`src/rtl/universal_register_pkg.sv`:
```
// Shared mode encoding for the universal register and its next-state logic.
package universal_register_pkg;

  typedef logic [2:0] mode_t;

  localparam mode_t MODE_HOLD = 3'b000;
  localparam mode_t MODE_LOAD = 3'b001;
  localparam mode_t MODE_SHL  = 3'b010;
  localparam mode_t MODE_SHR  = 3'b011;
  localparam mode_t MODE_ROTL = 3'b100;
  localparam mode_t MODE_ROTR = 3'b101;
  localparam mode_t MODE_INC  = 3'b110;
  localparam mode_t MODE_DEC  = 3'b111;

endpackage

```
`src/rtl/universal_register_next.sv`:
```
// Combinational next-state logic: new contents, new serial-out bit and count-limit flag
// for the selected mode, assuming the operation is enabled.
module universal_register_next
  import universal_register_pkg::*;
#(
  parameter int WIDTH = 4,
  parameter bit WRAP  = 1'b1
) (
  input  logic [WIDTH-1:0] present_i,
  input  mode_t            mode_i,
  input  logic [WIDTH-1:0] d_i,
  input  logic             serial_in_i,
  input  logic             serial_q_i,
  output logic [WIDTH-1:0] next_o,
  output logic             serial_next_o,
  output logic             limit_o
);

  localparam logic [WIDTH-1:0] ONE = {{(WIDTH-1){1'b0}}, 1'b1};

  always_comb begin
    next_o        = present_i;
    serial_next_o = serial_q_i;
    limit_o       = 1'b0;
    case (mode_i)
      MODE_HOLD: next_o = present_i;
      MODE_LOAD: next_o = d_i;
      MODE_SHL: begin
        next_o        = {present_i[WIDTH-2:0], serial_in_i};
        serial_next_o = present_i[WIDTH-1];
      end
      MODE_SHR: begin
        next_o        = {serial_in_i, present_i[WIDTH-1:1]};
        serial_next_o = present_i[0];
      end
      MODE_ROTL: begin
        next_o        = {present_i[WIDTH-2:0], present_i[WIDTH-1]};
        serial_next_o = present_i[WIDTH-1];
      end
      MODE_ROTR: begin
        next_o        = {present_i[0], present_i[WIDTH-1:1]};
        serial_next_o = present_i[0];
      end
      // At a limit the flag fires in both policies; only the stored value differs.
      MODE_INC: begin
        if (present_i == {WIDTH{1'b1}}) begin
          limit_o = 1'b1;
          next_o  = WRAP ? {WIDTH{1'b0}} : present_i;
        end else begin
          next_o = present_i + ONE;
        end
      end
      MODE_DEC: begin
        if (present_i == {WIDTH{1'b0}}) begin
          limit_o = 1'b1;
          next_o  = WRAP ? {WIDTH{1'b1}} : present_i;
        end else begin
          next_o = present_i - ONE;
        end
      end
    endcase
  end

endmodule

```
`src/rtl/universal_register.sv`:
```
// Parametrised state register with load, shift, rotate and up/down count modes.
// Holds only the flip-flops and the reset > clear > enable priority.
module universal_register
  import universal_register_pkg::*;
#(
  parameter int               WIDTH       = 4,
  parameter logic [WIDTH-1:0] RESET_VALUE = '0,
  parameter bit               WRAP        = 1'b1
) (
  input  logic             clock,
  input  logic             reset,
  input  logic             clear,
  input  logic             enable,
  input  mode_t            mode,
  input  logic [WIDTH-1:0] D,
  input  logic             serial_in,
  output logic [WIDTH-1:0] present,
  output logic             serial_out,
  output logic             terminal
);

  logic [WIDTH-1:0] present_q, present_d;
  logic             serial_q, serial_d;
  logic             terminal_q, limit_d;

  universal_register_next #(
    .WIDTH(WIDTH),
    .WRAP (WRAP)
  ) u_next (
    .present_i    (present_q),
    .mode_i       (mode),
    .d_i          (D),
    .serial_in_i  (serial_in),
    .serial_q_i   (serial_q),
    .next_o       (present_d),
    .serial_next_o(serial_d),
    .limit_o      (limit_d)
  );

  always_ff @(posedge clock or posedge reset) begin
    if (reset) begin
      present_q  <= RESET_VALUE;
      serial_q   <= 1'b0;
      terminal_q <= 1'b0;
    end else if (clear) begin
      present_q  <= '0;
      serial_q   <= 1'b0;
      terminal_q <= 1'b0;
    end else if (enable) begin
      present_q  <= present_d;
      serial_q   <= serial_d;
      terminal_q <= limit_d;
    end else begin
      terminal_q <= 1'b0;
    end
  end

  assign present    = present_q;
  assign serial_out = serial_q;
  assign terminal   = terminal_q;

endmodule

```
`config.mk`:
```
export PLATFORM = sky130hd
export DESIGN_NAME = universal_register
export DESIGN_NICKNAME = d
export VERILOG_FILES = /design/src/rtl/universal_register_pkg.sv /design/src/rtl/universal_register_next.sv /design/src/rtl/universal_register.sv
export SDC_FILE = /design/constraint.sdc
export NUM_CORES = 1
export LEC_CHECK = 0
export ABC_CLOCK_PERIOD_IN_PS = 1900
export CORE_UTILIZATION = 45
export CTS_BUF_LIST = sky130_fd_sc_hd__clkbuf_16
export DETAILED_ROUTE_END_ITERATION = 16
export GPL_ROUTABILITY_DRIVEN = 0
export PLACE_DENSITY = 0.77
export SYNTH_ARGS = -nofsm -noshare
export SYNTH_HDL_FRONTEND = slang
export SYNTH_HIERARCHICAL = 1
export SYNTH_SLANG_ARGS = --single-unit
```
`constraint.sdc`:
```
create_clock -name clock -period 1.9 [get_ports clock]
set_clock_uncertainty 0.1 [all_clocks]
set_input_delay 0.285 -clock clock [delete_from_list [all_inputs] [get_ports clock]]
set_output_delay 0.285 -clock clock [all_outputs]
set_load 0.05 [all_outputs]
```
==> reports/metrics.cfg <==
[job]
drv_cap = 0

[routing]
drc = 0
final_antenna_net_count = 0
met3_length_um = 141
dr.pass1.iters = 4
dr_total_vias = 742
wirelength_um = 1780
dr.max_layer_used = met4
vias_per_cell = 5.98
wl_met1_um = 736
route.met2.wl_um = 889
wire_per_inst_um = 14.4
drtIter0Drc = 47

[clock_tree]
clock_sinks = 6
clock_path_buffers = 2
clk_pin_slew_ns = 0.03
htree_num_levels = 1
cts_tree = built
cts_root_buf = clkbuf_16
cts_buffers = 3
clk_latency_ns = 0.22
cts_hold_buf = 0

[yosys]
syn_nets = 94
ys_seq_elements = 6
syn_area_sq_um = 676
synthFlopType = dfrtp_1
synthArstFlopShare = 1.00
synth_cell_type_count = 36
yosysSeqAreaShare = 0.222
postSynthAreaPerCell_sq_um = 8.45
yosysWarnings = 6
syn_inst = 80
synth_edf_count = 0

[pwr]
internal_power_uw = 520
switchingPower_uw = 198
power_density_nw_per_um2 = 714
pwr-share-comb = 0.322
vdd_drop_max_v = 0.000702
netSwitchingFraction = 0.276
pwr-share-clk = 0.463
power_frac_seq = 0.215
power.leakage_uw = 0.000455

[critical_path]
crit_path_end_kind = flop
worstReg2RegEnd = present[2]$_DFFE_PP0P_
startpoint = present[1]$_DFFE_PP0P_
arrival_ns = 1.79
cp_max_fo = 9
critPathLaunchType = flop
regToRegStartpoint = present[1]$_DFFE_PP0P_
regToRegSetupSlack_ns = 0.11
crit_required_ns = 1.90
reg2reg_depth = 8
path_class = flop to flop
endpoint = present[2]$_DFFE_PP0P_

[timing]
hold_ws_ns = 0.166
finalMaxSlewViolations = 0
fin_setup_tns_ns = 0
fin_crit_ns = 1.79
period_share = 0.941
layout_setup_ws_ns = 0.111
tightest_slew_ns = 0.500
setup_viol = 0
timing.fmax_mhz = 559
slew_headroom = 0.665
hold_viol = 0

[floorplan]
core_region_area_sq_um = 1350
die_h_um = 40.8
io_pins = 18
start_util = 0.500
die_w_um = 40.8
fp-row-count = 13
die_area_sq_um = 1660

[worst_hold_path]
hold_class = input pin to asynchronous set/reset pin

[global_routing]
grt.total_usage = 0.239
grt_remaining_overflow = 0
grt_pass1_vias = 593
antenna_found_initial = 0
grt_max_degree = 13
grt_pass1_wl_um = 2620

[run_status]
status = finished clean

[placed_design]
pre_cts_slack_ns = -0.224
port_buffers = 17
place_inst = 118
dp_hpwl_um = 1250

[final_layout]
final_cells = 124
final_nets = 125
diodes = 0
syn_to_final_growth_pct = 48.9
drive_above_1_share = 0.321
fillers = 112

## metal layers
layer | GRT usage | vias to the layer above
met2 | 0.405 | 43
met1 | 0.321 | 344
met3 | 0.0217 | 4
met5 | 0 | -
met4 | 0.0667 | 0
li1 | - | 351
## through the flow
step	util	area, sq um	total power [uW]
floorplan	-	681	300
global placement	0.659	890	367
detailed placement	0.659	890	370
CTS	0.715	965	708
global route	0.745	1010	749
finish	0.745	1010	718
## critical path: stages, from the launching register on
cell     delay [ns]
dfrtp_2        0.44
inv_1          0.07
ha_2           0.20
mux2i_1        0.19
xnor2_1        0.15
a21oi_1        0.08
mux2_2         0.26
mux2i_1        0.14
nor2_1         0.05
## area by class of cell
class | count | area, sq um | share of cell area
multi-input combinational | 61 | 450 | 0.448
tap | 15 | 18.8 | 0.0187
timing repair buffer | 33 | 284 | 0.282
clock buffer | 3 | 75.1 | 0.0746
sequential | 6 | 153 | 0.152
inverter | 6 | 25.0 | 0.0249
## cells in the final DEF, fill, tap and decap left out, types with 3 or more instances in the layout
| cell type | n |
|---|---|
| clkdlybuf4s50_1 | 11 |
| nand2_1 | 4 |
| dfrtp_1 | 4 |
| inv_1 | 4 |
| clkbuf_16 | 3 |
| buf_4 | 20 |
| mux2i_1 | 7 |
| o21ai_0 | 3 |
| nor2_1 | 8 |
| a21oi_1 | 9 |
## logic make-up (layout without fill, tap and decap cells)
logic type | count (synthesis) | count (layout) | share of synthesized area
xor gates and xnor gates | 3 | 3 | 0.0389
AOI/OAI and AO/OA | 22 | 22 | 0.219
muxes | 9 | 9 | 0.154
adders and majority gates | 3 | 3 | 0.0537
DFF | 6 | 6 | 0.222
buffers and inverters | 13 | 42 | 0.133
and+or+nand+nor | 24 | 24 | 0.180
## power by group through the flow
| stage | Sequential, uW | Combinational, uW | Clock (uW) |
|---|---|---|---|
| floorplan | 177 | 123 | 0 |
| global placement | 157 | 210 | 0 |
| detailed placement | 157 | 213 | 0 |
| CTS | 156 | 215 | 337 |
| global route | 156 | 249 | 344 |
| finish | 155 | 231 | 333 |
## worst min path at each step
stage | end | cells past startpoint | startpoint
2_1_floorplan | present[2]$_DFFE_PP0P_ | 1 | reset
3_3_place_gp | present[3]$_DFFE_PP0P_ | 2 | reset
3_5_place_dp | present[2]$_DFFE_PP0P_ | 2 | reset
4_1_cts | present[2]$_DFFE_PP0P_ | 2 | reset
5_1_grt | present[2]$_DFFE_PP0P_ | 2 | reset
6_report | present[3]$_DFFE_PP0P_ | 2 | reset
## cell usage after synthesis, types with 2 or more instances
| library cell | instances | share of area |
|---|---|---|
| a21oi_1 | 9 | 0.067 |
| nor2_1 | 8 | 0.044 |
| mux2i_1 | 7 | 0.10 |
| dfrtp_1 | 6 | 0.22 |
| buf_6 | 4 | 0.067 |
| inv_1 | 4 | 0.022 |
| nand2_1 | 4 | 0.022 |
| o21ai_0 | 3 | 0.022 |
| a211oi_1 | 2 | 0.022 |
| buf_4 | 2 | 0.022 |
| ha_1 | 2 | 0.037 |
| nand4_1 | 2 | 0.019 |
| nor2b_1 | 2 | 0.019 |
| nor4_1 | 2 | 0.019 |
| xnor2_1 | 2 | 0.026 |
## what timing repair did
| item | in CTS | in global routing |
|---|---|---|
| gates resized for setup | 0 | 5 |
| setup endpoints to repair | 0 | 4 |
| setup buffers | 0 | 3 |
## flip-flops by register name (all words and copies together), names as in the netlist
register	flops
present	4
serial_out	1
terminal	1
Note: power is estimated with default switching activity, not from simulation.
